**src/rtl/transmitter_wrapper.sv**
```systemverilog
`default_nettype none
// ============================================================================
// Module : transmitter_wrapper
// Brief  : Word FIFO feeding a UART serialiser, 4 bytes per word, LSB first.
// Rev    : 1.0
// ============================================================================
module transmitter_wrapper #(
    parameter int TRANSMITTER_PERIOD = 868,
    parameter int OUT_BUFFER_WIDTH   = 4
) (
    input  logic        clk,
    input  logic        rst,
    input  logic [31:0] in,
    input  logic        valid,
    output logic        ready,
    output logic        out
);
    localparam int BAUD_W = $clog2(TRANSMITTER_PERIOD);
    localparam int DEPTH  = 2 ** OUT_BUFFER_WIDTH;
    localparam logic [BAUD_W-1:0]           BAUD_LAST = BAUD_W'(TRANSMITTER_PERIOD - 1);
    localparam logic [OUT_BUFFER_WIDTH-1:0] PTR_ONE   = OUT_BUFFER_WIDTH'(1);

    typedef enum logic [1:0] {
        S_IDLE  = 2'd0,
        S_START = 2'd1,
        S_DATA  = 2'd2,
        S_STOP  = 2'd3
    } state_t;

    logic [31:0]                 mem_q [DEPTH];
    logic [OUT_BUFFER_WIDTH-1:0] in_ptr_q, out_ptr_q, out_ptr_d;
    logic [OUT_BUFFER_WIDTH-1:0] in_ptr_inc;
    state_t                      state_q, state_d;
    logic [1:0]                  byte_idx_q, byte_idx_d;
    logic [2:0]                  bit_idx_q, bit_idx_d;
    logic [BAUD_W-1:0]           baud_q, baud_d;
    logic [7:0]                  shift_q, shift_d;
    logic                        out_q, out_d;
    logic [31:0]                 rd_word;
    logic [7:0]                  rd_byte;
    logic                        empty, full, push, baud_tick;

    assign in_ptr_inc = in_ptr_q + PTR_ONE;
    assign empty      = (in_ptr_q == out_ptr_q);
    assign full       = (in_ptr_inc == out_ptr_q);
    assign ready      = !full;
    assign push       = valid && ready;
    assign out        = out_q;
    assign baud_tick  = (baud_q == BAUD_LAST);
    assign rd_word    = mem_q[out_ptr_q];

    always_comb begin
        rd_byte = rd_word[7:0];
        case (byte_idx_q)
            2'd0:    rd_byte = rd_word[7:0];
            2'd1:    rd_byte = rd_word[15:8];
            2'd2:    rd_byte = rd_word[23:16];
            default: rd_byte = rd_word[31:24];
        endcase
    end

    // Storage has no reset: contents are meaningless until written.
    always_ff @(posedge clk) begin
        if (push) begin
            mem_q[in_ptr_q] <= in;
        end
    end

    // out_d is derived from the current state, so the line lags the FSM by one clock.
    always_comb begin
        state_d    = state_q;
        out_ptr_d  = out_ptr_q;
        byte_idx_d = byte_idx_q;
        bit_idx_d  = bit_idx_q;
        baud_d     = baud_q;
        shift_d    = shift_q;
        out_d      = 1'b1;
        case (state_q)
            S_IDLE: begin
                out_d = 1'b1;
                if (!empty) begin
                    shift_d = rd_byte;
                    baud_d  = '0;
                    state_d = S_START;
                end
            end
            S_START: begin
                out_d = 1'b0;
                if (baud_tick) begin
                    baud_d    = '0;
                    bit_idx_d = '0;
                    state_d   = S_DATA;
                end else begin
                    baud_d = baud_q + 1'b1;
                end
            end
            S_DATA: begin
                out_d = shift_q[0];
                if (baud_tick) begin
                    baud_d  = '0;
                    shift_d = {1'b0, shift_q[7:1]};
                    if (bit_idx_q == 3'd7) begin
                        state_d = S_STOP;
                    end else begin
                        bit_idx_d = bit_idx_q + 1'b1;
                    end
                end else begin
                    baud_d = baud_q + 1'b1;
                end
            end
            default: begin
                out_d = 1'b1;
                if (baud_tick) begin
                    baud_d  = '0;
                    state_d = S_IDLE;
                    if (byte_idx_q == 2'd3) begin
                        out_ptr_d  = out_ptr_q + PTR_ONE;
                        byte_idx_d = 2'd0;
                    end else begin
                        byte_idx_d = byte_idx_q + 1'b1;
                    end
                end else begin
                    baud_d = baud_q + 1'b1;
                end
            end
        endcase
    end

    always_ff @(posedge clk or posedge rst) begin
        if (rst) begin
            in_ptr_q   <= '0;
            out_ptr_q  <= '0;
            state_q    <= S_IDLE;
            byte_idx_q <= '0;
            bit_idx_q  <= '0;
            baud_q     <= '0;
            shift_q    <= '0;
            out_q      <= 1'b1;
        end else begin
            if (push) begin
                in_ptr_q <= in_ptr_inc;
            end
            out_ptr_q  <= out_ptr_d;
            state_q    <= state_d;
            byte_idx_q <= byte_idx_d;
            bit_idx_q  <= bit_idx_d;
            baud_q     <= baud_d;
            shift_q    <= shift_d;
            out_q      <= out_d;
        end
    end

endmodule
`default_nettype wire

```
**config.mk**
```make
export PLATFORM = sky130hd
export DESIGN_NAME = transmitter_wrapper
export DESIGN_NICKNAME = d
export VERILOG_FILES = /design/src/rtl/transmitter_wrapper.sv
export SDC_FILE = /design/constraint.sdc
export NUM_CORES = 1
export LEC_CHECK = 0
export CORE_ASPECT_RATIO = 0.8
export CORE_UTILIZATION = 50
export CTS_CLUSTER_SIZE = 14
export DETAILED_ROUTE_END_ITERATION = 12
export GPL_TIMING_DRIVEN = 1
export PLACE_DENSITY = 0.75
export SYNTH_ARGS = -nofsm -noshare
export SYNTH_HDL_FRONTEND = slang
export SYNTH_SLANG_ARGS = --single-unit
```
**constraint.sdc**
```tcl
create_clock -name clk -period 3.1 [get_ports clk]
set_clock_uncertainty 0.2 [all_clocks]
set_input_delay 0.31 -clock clk [delete_from_list [all_inputs] [get_ports clk]]
set_output_delay 0.31 -clock clk [all_outputs]
set_load 0.05 [all_outputs]
```
* Word-level counts from Yosys, hierarchy flattened *
Memory sizes are Yosys's and may differ from the RTL's.
Index checks and enable logic that the tools add are counted.

storage, ports and cells
  memories = 1
  RAM bits = 512
  flip-flop bits (word level) = 34
  logic and storage cells = 63
  output and inout port bits = 2
  input bits = 35

memory list
  memory  depth  bits a word  read ports  clocked after memory_dff  wr ports  RTL line  source
  mem_q   16     32           1           0                         1         30        logic [31:0] mem_q [DEPTH];

operators by class
  muxes and demuxes = 21
  $add $sub $neg = 5
  eq/ne operators = 14
  reduce and logical (&&, ||, !) cells = 13
  bitwise operators = 1

operators by type and width
  cell                                                                   count
  10-bit two-way mux                                                     3
  8-bit one-hot mux with 3 select lines                                  1
  8-bit two-way mux                                                      2
  8-bit one-hot mux with 2 select lines                                  1
  2-bit two-way mux                                                      6
  10-bit by 1-bit adder with 10-bit output, second input constant        1
  10-bit equality test, second input constant                            1
  2-bit != test, second input constant                                   5
  3-bit two-way mux                                                      3
  4-bit by 1-bit adder with 4-bit output, second input constant          2
  4-bit equality test                                                    2
  2-bit equality test, second input constant                             3
  2-bit one-hot mux with 3 select lines                                  1
  3-bit one-hot mux with 2 select lines                                  1
  3-bit AND reduction                                                    2
  2-bit nonzero test                                                     3
  5-bit AND reduction                                                    1
  2-bit by 1-bit equality test with 1-bit output, second input constant  2
  2-bit logical NOT                                                      2
  4-bit AND reduction                                                    1
  3-bit by 1-bit adder with 3-bit output, second input constant          1
  3-bit equality test, second input constant                             1
  3-bit OR reduction                                                     1
  2-bit by 1-bit adder with 2-bit output, second input constant          1
  6 further kinds                                                        7

* Longest topological paths before layout *
Gate-level depths: netlist (run 1).

  depth after elaboration = 6
  mapped depth = 11

* Worst setup path before layout (run 1) *
Ideal clock, no wire load.

  path kind = reg-to-reg
  start = register in_ptr_q[0]
  end = memory mem_q[0][0] (enable)
  cell stages (with the launch flop) = 9
  arrival = 2.935 ns
  setup slack = -0.427 ns
  period minus slack after synthesis = 3.527 ns
  cells stage by stage = dfrtp_1 -> inv_1 -> ha_1 -> xnor2_1 -> nand4_1 -> and2_1 -> clkbuf_1 -> nor3b_1 -> and2_1

between the ends
  longest elaborated chain between the ends = 6

RTL lines
  item                                     RTL line  source
  from (decl)                              31        logic [OUT_BUFFER_WIDTH-1:0] in_ptr_q, out_ptr_q, out_ptr_d;
  from (signal assigned)                   141       in_ptr_q <= in_ptr_inc;
  4-bit by 1-bit adder with 4-bit output   43        assign in_ptr_inc = in_ptr_q + PTR_ONE;
  via in_ptr_inc[0]                        32        logic [OUT_BUFFER_WIDTH-1:0] in_ptr_inc;
  4-bit equality test                      45        assign full = (in_ptr_inc == out_ptr_q);
  1-bit logical NOT                        46        assign ready = !full;
  via ready                                15        output logic ready,
  1-bit logical AND                        47        assign push = valid && ready;
  1-bit two-way mux                        64        if (push) begin
  1-bit two-way mux (implied by the code)  65        mem_q[in_ptr_q] <= in;
  to (decl)                                30

The timed path passes the listed nets, and every way through them passes these cells.

* Final worst setup path (run 1) *
  start = register in_ptr_q[0]
  end = memory mem_q[0][20] (enable)

between the ends
  longest elaborated chain between the ends = 6

RTL lines
  item                                     RTL line
  4-bit by 1-bit adder with 4-bit output   43
  via in_ptr_inc[0]                        32
  4-bit equality test                      45
  1-bit logical NOT                        46
  1-bit logical AND                        47
  1-bit two-way mux                        64
  1-bit two-way mux (implied by the code)  65

The timed path passes the listed nets, and every way through them passes these cells.

==> flow_summary.json, run 1 <==
{
  "grt_pass1_wl_um": 72800,
  "drt_pass1_iterations": 9,
  "cp.arrival_ps": 2970,
  "path_delay_family": "simple AND/OR/NAND/NOR gates",
  "period_needed_ps": 2890,
  "syn_to_final_growth_pct": 14.5,
  "fin_ws_ps": 212,
  "cp_cell_sequence": "inv_1, ha_1, xnor2_1, nand4_1, and2_1, nor3b_2, and2_4, buf_12",
  "place_hpwl_um": 29400,
  "postRouteAntennaNets": 0,
  "r2r_setup_slack_ps": 210,
  "drc": 1,
  "grt_overflow": 0,
  "die_h_um": 188,
  "slowest_delay_ps": 420,
  "period_share": 0.932,
  "gp_congestion": 0.852,
  "synth_flop_cell": "edfxtp_1",
  "irDropWorstVdd_mv": 0.499,
  "min_path_cells": 1,
  "fmax_ghz": 0.346,
  "hp-start": "baud_q[9]",
  "reg2reg_depth": 8,
  "coreArea_sq_um": 42300,
  "route.vias.total": 11200,
  "antennaDiodeCount": 0,
  "setup_tns_ps": 0,
  "grt.total_usage": 0.229,
  "htreeDepth": 2,
  "worstSkewPairLatency_ps": 600,
  "hold_viol": 0,
  "start_kind": "flop",
  "violations": "DRC",
  "cts_sinks": 546,
  "drv_slew": 0,
  "drive_above_1_share": 0.221,
  "crit-reg2reg-launch": "in_ptr_q[0]",
  "antenna_found_initial": 0,
  "viasPerCell": 6.29,
  "port_buffers": 36,
  "path_clk_slew_ps": 60,
  "finalSetupViolations": 0,
  "first_iter_violations": 1207,
  "required_ps": 3180,
  "synthCells": 1088,
  "leakage_nw": 7.90,
  "p_per_area_nw_per_um2": 660,
  "first_global_vias": 11300,
  "crit_type": "flop to flop",
  "cts_tree": "built",
  "slew_headroom": 0.445,
  "cts-root-buf": "clkbuf_16",
  "worst-path-max-fanout": 12,
  "post-place-ws_ps": 34.6,
  "outcome": "finished, violations left",
  "synth_area_sq_um": 21600,
  "clk_path_buf_depth": 3,
  "layout.nets": 1236,
  "drv_cap": 0,
  "pin_count": 37,
  "utilization": 0.585,
  "yosysSeqAreaShare": 0.752,
  "start_util": 0.511,
  "die_area_sq_um": 44000,
  "hold_path_end": "baud_q[9]",
  "syn_avg_cell_area_sq_um": 19.8,
  "cts_buffers": 51,
  "worst-slew-pin-transition_ps": 831,
  "grt_setup_unrepaired": "no",
  "synthArstFlopShare": 0.0623,
  "fin_hold_ws_ps": 276,
  "num_rows": 67,
  "min_path_type": "flop to flop",
  "synthDistinctLibCells": 50,
  "wl_um": 49000,
  "ys_ff_latch": 546,
  "die_x_um": 234,
  "wl_per_cell_um": 27.6,
  "regToRegEndpoint": "mem_q[0][20]",
  "crit_buf_inv": 2,
  "synth-edff-count": 512,
  "ys_warn_count": 0,
  "grt_max_degree": 38,
  "syn_nets": 1139,
  "end_kind": "flop",
  "critPathSlowestCell": "dfrtp_1"
}
## kinds of logic (layout without fill, tap and decap cells)
family                     count (synthesis)  after routing  share of synthesized area
DFF                                      546            546                      0.752
buffers and inverters                     68            203                     0.0148
xor gates and xnor gates                  16             16                    0.00650
and+or+nand+nor                          142            142                     0.0335
AOI/OAI and AO/OA                        128            128                     0.0422
adders and majority gates                 16             16                    0.00928
muxes                                    172            172                      0.142
## routing by layer
layer  routed length (um)  share of wire  GRT usage
met1                20600           0.42      0.347
met2                22100           0.45      0.334
met3                 4860          0.099     0.0499
met4                 1320          0.027     0.0687
met5                   78         0.0016     0.0134
## cells in the mapped netlist, drive strengths merged (7+ instances only)
cell type | n | share of area
edfxtp | 512 | 0.71
a21oi | 11 | 0.0026
mux4 | 106 | 0.11
nor2b | 7 | 0.0020
a31oi | 10 | 0.0029
a22o | 15 | 0.0061
nand3 | 18 | 0.0042
nor2 | 15 | 0.0026
clkbuf | 28 | 0.0049
nand2 | 46 | 0.0080
and3 | 8 | 0.0023
o21ai | 28 | 0.0065
and2 | 25 | 0.0072
ha | 16 | 0.0093
a22oi | 27 | 0.0094
inv | 10 | 0.0017
buf | 29 | 0.0080
dfrtp | 33 | 0.038
xor2 | 9 | 0.0037
nand4 | 7 | 0.0020
a221oi | 11 | 0.0045
a32oi | 8 | 0.0032
mux2i | 60 | 0.028
xnor2 | 7 | 0.0028
## power by group
part / switching, mW / internal, mW / total (mW) / leakage, nW
registers: 0.173 / 8.80 / 8.97 / 5.05
logic: 0.922 / 0.467 / 1.39 / 2.09
clock network: 2.65 / 3.28 / 5.93 / 0.763
## final cells by class
cell class	count	area [sq um]
timing repair buffer	101	1100
tap	552	691
multi-input combinational	474	5060
sequential	546	16200
clock buffer	69	1370
inverter	11	41.3
clock inverter	22	190
fill	3070	17600
## through the flow
step	cell area, sq um	power [mW]	instances
finish	24700	16.3	1775
CTS	24700	16.4	1775
global placement	23100	10.4	1683
floorplan	21600	9.74	1088
global route	24700	16.8	1775
detailed placement	23100	10.5	1683
## repair_timing
item                       in CTS  in global routing
hold buffers                    1                  0
setup buffers                   0                  0
gates resized for setup         0                  2
setup endpoints to repair       0                  2
hold endpoints to repair        2                  0
## cell usage in the layout, fill, tap and decap left out, drive strengths merged, types with 16 or more instances in the layout
cell,n
edfxtp,512
o21ai,28
ha,16
nand3,18
buf,64
clkbuf,69
clkdlybuf4s50,35
nand2,46
a22oi,27
mux2i,60
clkinv,18
mux4,106
dfrtp,33
and2,25
## registers in the layout (all words and copies together), names as in the netlist
signal	count
out	1
byte_idx_q	2
state_q	2
in_ptr_q	4
shift_q	8
bit_idx_q	3
mem_q	512
baud_q	10
out_ptr_q	4
## worst max path at each step
| stage | slack (ps) | cells after the start | startpoint | to |
|---|---|---|---|---|
| 2_1_floorplan | 6 | 8 | in_ptr_q[0] | mem_q[12][0] |
| 4_1_cts | 10 | 5 | in_ptr_q[0] | ready |
| 3_5_place_dp | 30 | 8 | out_ptr_q[0] | shift_q[7] |
| 3_3_place_gp | 40 | 8 | out_ptr_q[0] | shift_q[7] |
| 5_1_grt | 90 | 8 | in_ptr_q[0] | mem_q[0][20] |
| 6_report | 210 | 8 | in_ptr_q[0] | mem_q[0][20] |
## worst reg2reg max path, delay by kind of cell, from the launching register on
| kind | cells | cell delay, ps |
|---|---|---|
| adder cells (fa/ha/maj) | 1 | 350 |
| AND/OR/NAND/NOR | 4 | 1160 |
| flip-flops | 1 | 420 |
| buffers and inverters | 2 | 320 |
| XOR/XNOR | 1 | 140 |
(Power assumes the default switching activity.)
==> run 2, diff against run 1 <==
--- a/config.mk
+++ b/config.mk
@@ -7,6 +7,7 @@
 export LEC_CHECK = 0
 export CORE_ASPECT_RATIO = 0.8
 export CORE_UTILIZATION = 50
+export CTS_CLUSTER_DIAMETER = 40
 export CTS_CLUSTER_SIZE = 14
 export DETAILED_ROUTE_END_ITERATION = 12
 export GPL_TIMING_DRIVEN = 1
==> flow_summary.json, run 2 (same netlist as run 1, synthesis figures left out) <==
{
  "outcome": "finished, violations left",
  "violations": "DRC, hold timing",
  "grt.total_usage": 0.227,
  "crit_buf_inv": 2,
  "die_x_um": 234,
  "worstSkewPairLatency_ps": 590,
  "coreArea_sq_um": 42300,
  "crit_type": "flop to flop",
  "antenna_found_initial": 0,
  "setup_tns_ps": 0,
  "regMostFlops": "mem_q",
  "critPathSlowestCell": "dfrtp_1",
  "final_cells": 1770,
  "gp_congestion": 0.852,
  "viasPerCell": 6.30,
  "drive_above_1_share": 0.227,
  "die_area_sq_um": 44000,
  "antennaDiodeCount": 0,
  "syn_to_final_growth_pct": 14.9,
  "cts_sinks": 546,
  "utilization": 0.587,
  "path_clk_slew_ps": 70,
  "port_buffers": 36,
  "period_share": 0.942,
  "drt_pass1_iterations": 9,
  "drc": 1,
  "final_common_cell": "edfxtp_1",
  "pin_count": 37,
  "layout_common_cells": "edfxtp_1, mux4_2, mux2i_1",
  "grt_max_degree": 38,
  "first_global_vias": 11300,
  "worst-slew-pin-transition_ps": 852,
  "slew_headroom": 0.431,
  "worst-path-max-fanout": 12,
  "p_per_area_nw_per_um2": 668,
  "place_hpwl_um": 29400,
  "period_needed_ps": 2920,
  "end_kind": "flop",
  "clk_path_buf_depth": 3,
  "required_ps": 3170,
  "drv_slew": 0,
  "cp_cell_sequence": "inv_1, ha_1, xnor2_1, nand4_1, and2_1, nor3b_2, and2_4, buf_12",
  "cp.arrival_ps": 3000,
  "wl_um": 48800,
  "cts_buffers": 53,
  "fmax_ghz": 0.342,
  "cts_setup_buffers": 0,
  "path_delay_family": "simple AND/OR/NAND/NOR gates",
  "grt_pass1_wl_um": 72500,
  "drv_cap": 0,
  "post-place-ws_ps": 34.6,
  "largest_reg_flops": 512,
  "postRouteAntennaNets": 0,
  "wl_per_cell_um": 27.6,
  "dpl.cell_count": 1683,
  "grt_setup_unrepaired": "no",
  "die_h_um": 188,
  "start_kind": "flop",
  "min_path_type": "input port to async pin",
  "num_rows": 67,
  "fin_ws_ps": 178,
  "reg_top3": "mem_q (512), baud_q (10), shift_q (8)",
  "leakage_nw": 7.94,
  "slowest_delay_ps": 440,
  "fin_hold_ws_ps": -1.81,
  "cts-root-buf": "clkbuf_16",
  "start_util": 0.511,
  "layout.nets": 1237,
  "first_iter_violations": 1369,
  "irDropWorstVdd_mv": 0.464,
  "hold_viol": 2,
  "fillers": 3061,
  "cts_tree": "built",
  "finalSetupViolations": 0,
  "htreeDepth": 2,
  "grt_overflow": 0,
  "route.vias.total": 11100
}
==> run 2: cell types whose count changed in the layout (fill, tap and decap cells not counted), sizes merged <==
cell,before,now
clkinvlp,1,2
dlymetal6s2s,1,0
inv,12,16
clkbuf,69,65
dlygate4sd3,1,0
dlygate4sd2,0,1
clkinv,18,12
bufinv,2,3
==> run 2: final timing paths <==
path                              from  cells past startpoint           end  slack [ps]
max                        in_ptr_q[0]                      8  mem_q[0][16]         180
min                                rst                      2   in_ptr_q[2]          -2
max reg2reg                in_ptr_q[0]                      8  mem_q[0][16]         180
min reg2reg                  baud_q[9]                      1     baud_q[9]         270
max in group asynchronous          rst                      3           out        1980
min in group clk             baud_q[9]                      1     baud_q[9]         270
==> run 2: worst register-to-register path: cells and delay by family, from the launching register on <==
family                     cells  cell delay (ps)
and+or+nand+nor                4             1150
xor gates and xnor gates       1              140
DFF                            1              440
buffers and inverters          2              330
adders and majority gates      1              360
==> run 2: repair_timing <==
item                                    CTS  global route
hold buffers                              0             0
resized for setup                         1             1
endpoints found under the setup margin    1             1
==> run 2: routing by layer <==
layer	GRT usage	vias up	share of wire
li1	-	4657	-
met1	0.345	5829	0.42
met2	0.335	567	0.45
met3	0.0499	94	0.098
met4	0.0572	2	0.024
met5	0.0134	-	0.0016
==> run 2: cell type report <==
cell class | count | area (sq um) | share of cell area
well taps | 552 | 691 | 0.0279
inverters | 11 | 41.3 | 0.00167
clock buffers | 65 | 1380 | 0.0557
multi-input cells | 474 | 5060 | 0.204
flip-flops and latches | 546 | 16200 | 0.655
repair buffers | 100 | 1090 | 0.0440
clock inverters | 22 | 279 | 0.0113
==> run 2: report_power, final <==
group | leakage (nW) | total, mW | internal, mW | switching [mW]
Clock | 0.801 | 6.20 | 3.45 | 2.75
Combinational | 2.09 | 1.38 | 0.462 | 0.923
Sequential | 5.05 | 8.97 | 8.80 | 0.174
Total | 7.94 | 16.6 | 12.7 | 3.84
==> run 2: per-stage QoR <==
| stage | power (mW) | cell area (sq um) |
|---|---|---|
| after floorplan | 9.74 | 21600 |
| after global routing | 17.0 | 24800 |
| after global placement | 10.4 | 23100 |
| after CTS | 16.7 | 24800 |
| final | 16.6 | 24800 |
| after detailed placement | 10.5 | 23100 |
==> patch: new RTL, flow settings as in run 2 <==
Re-encode `state_t` (4 states) as one-hot, 4 bits wide.
--- a/src/rtl/transmitter_wrapper.sv
+++ b/src/rtl/transmitter_wrapper.sv
@@ -20,11 +20,11 @@
     localparam logic [BAUD_W-1:0]           BAUD_LAST = BAUD_W'(TRANSMITTER_PERIOD - 1);
     localparam logic [OUT_BUFFER_WIDTH-1:0] PTR_ONE   = OUT_BUFFER_WIDTH'(1);
 
-    typedef enum logic [1:0] {
-        S_IDLE  = 2'd0,
-        S_START = 2'd1,
-        S_DATA  = 2'd2,
-        S_STOP  = 2'd3
+    typedef enum logic [3:0] {
+        S_IDLE  = 4'b0001,
+        S_START = 4'b0010,
+        S_DATA  = 4'b0100,
+        S_STOP  = 4'b1000
     } state_t;
 
     logic [31:0]                 mem_q [DEPTH];
Check against the original RTL: same outputs for any inputs over 10 cycles, from zero or initial values and one cycle with rst high; not proved beyond that.
==> patch against run 2 <==
Cell area increased by 0.65%. Synthesized cell count increased by 5.2%. Sequential cell count rose by 2. Wire length decreased by 1.8%. Setup slack worse by 0.094 ns. Total power rose by 0.89%. Area after synthesis up 0.50%. Sequential share of layout area fell by 0.22 points.
==> patch: results (changes against run 2) <==
metric,value,unit,change
status,completed,,
number of global-route vias before repair,11200,,-1.0%
syn_area_per_cell,18.9,um2,-4.5%
"top cells by area, synth","edfxtp_1, mux4_2, mux2i_1",,
CP Max Fanout,23,,+11
worst reg2reg endpoint,mem_q[7][8]$_DFFE_PP_,,
Pre-antenna DRT Iters,8,,-1
Area after DPL,0.0231,mm2,+0.10%
tightest hold margin,0.280,ns,+0.281 ns
share of layout cells above drive strength 1,0.207,,-0.0193
Non-Filler Instances,1835,,+3.7%
routability cong.,0.809,,-5.1%
DRC viols,0,,-1
first-pass GRT wire length,71400,um,-1.6%
top routing layer in use,met4,,
remaining global-route overflow,0,,unchanged
HPWL Detailed,27500,um,-6.3%
Post-Place Worst Slack,-0.0232,ns,-0.0578 ns
met2 wire length,21900,um,-1.3%
register area share after synthesis,0.751,,-0.00137
DRT met1 WL,20900,um,+1.6%
met3 usage,0.0445,,-0.00534
worst path arrival time,3.10,ns,+0.10 ns
mux contribution to synthesized area,0.136,,-0.00567
iteration-0 DRC count of the detailed router,1410,,+3.0%
post-synthesis compound-gate area fraction,0.0435,,+0.00135
"FFs w/ async S/R, synth",0.0657,,+0.00342
Total GRT Usage,0.219,,-0.00850
largest net degree at the start of global routing,97,,+160%
DP Cell Count,1733,,+3.0%
biggest regs,"mem_q: 512 flops, baud_q: 10 flops, shift_q: 8 flops",,
global routing usage on met1,0.326,,-0.0188
adder and majority gate portion of the synthesized area,0.00693,,-0.00235
met2 Usage GRT,0.332,,-0.00262
Slew @ Worst Pin,1.02,ns,+0.169 ns
Synth top cells by count,"edfxtp_1, mux2i_1, mux4_2",,
syn nets,1192,,+4.7%
wire per inst,26.1,um,-5.3%
Routed met3 length,4220,um,-12%
FF-to-FF path depth,8,,unchanged
DR vias/cell,6.17,,-2.1%
==> patch: changes by cell type after synthesis, sizes merged, moves of 9 or more <==
cell | before | now
a22oi | 27 | 51
a22o | 15 | 3
nor2 | 15 | 30
nor3 | 3 | 12
and2 | 25 | 5
mux2i | 60 | 110
mux2 | 6 | 16
mux4 | 106 | 74
clkbuf | 28 | 17
buf | 29 | 40
nand3 | 18 | 32
==> patch: repair_timing <==
action | CTS | global route
buffers inserted | 3 | 9
hold buffers | 1 | 0
endpoints found under the hold margin | 4 | 0
endpoints found under the setup margin | 19 | 58
pin swaps | 1 | 4
resized for setup | 1 | 0
==> patch: kinds of logic (layout without fill, tap and decap cells) <==
logic type / count (synthesis) / in the layout
compound gates: 138 / 138
xor+xnor: 17 / 17
fa+ha+maj: 12 / 12
buf+inv: 67 / 205
flops: 548 / 548
mux: 200 / 200
simple gates: 163 / 163
==> patch: through the flow <==
step / power [mW] / TNS (ns)
finish: 16.7 / 0
global route: 17.2 / 0
CTS: 16.7 / 0
detailed placement: 10.7 / -0.401
global placement: 10.6 / 0
floorplan: 9.86 / -179.22
==> patch: area by class of cell <==
type / count / area (um2) / share of cell area
Clock inverter: 25 / 228 / 0.00913
Sequential cell: 548 / 16300 / 0.653
Multi-Input combinational cell: 530 / 5140 / 0.206
Clock buffer: 64 / 1390 / 0.0557
Inverter: 10 / 37.5 / 0.00150
Timing Repair Buffer: 106 / 1170 / 0.0471
Tap cell: 552 / 691 / 0.0277
==> patch: worst max-delay path by stage <==
stage	startpoint	to	slack, ns
floorplan	in_ptr_q[0]$_DFFE_PP0P_	mem_q[12][0]$_DFFE_PP_	-0.48
global placement	in_ptr_q[1]$_DFFE_PP0P_	mem_q[0][29]$_DFFE_PP_	0.03
detailed placement	in_ptr_q[1]$_DFFE_PP0P_	mem_q[0][29]$_DFFE_PP_	-0.02
CTS	in_ptr_q[1]$_DFFE_PP0P_	mem_q[7][7]$_DFFE_PP_	0.06
global route	in_ptr_q[1]$_DFFE_PP0P_	mem_q[7][8]$_DFFE_PP_	0.003
finish	in_ptr_q[1]$_DFFE_PP0P_	mem_q[7][8]$_DFFE_PP_	0.08
==> patch: power breakdown <==
group | switching [mW] | internal (mW) | leakage, nW
sequential | 0.152 | 8.83 | 5.09
combinational | 1.10 | 0.562 | 1.90
clock | 2.75 | 3.31 | 0.772
==> patch: worst max-delay path: stages, from the launching register on <==
cell	delay, ns
dfrtp_1	0.38
inv_1	0.09
ha_1	0.31
xor2_1	0.15
or4_4	0.14
and2_4	0.22
nand2_8	0.08
nor2_4	0.76
buf_4	0.36
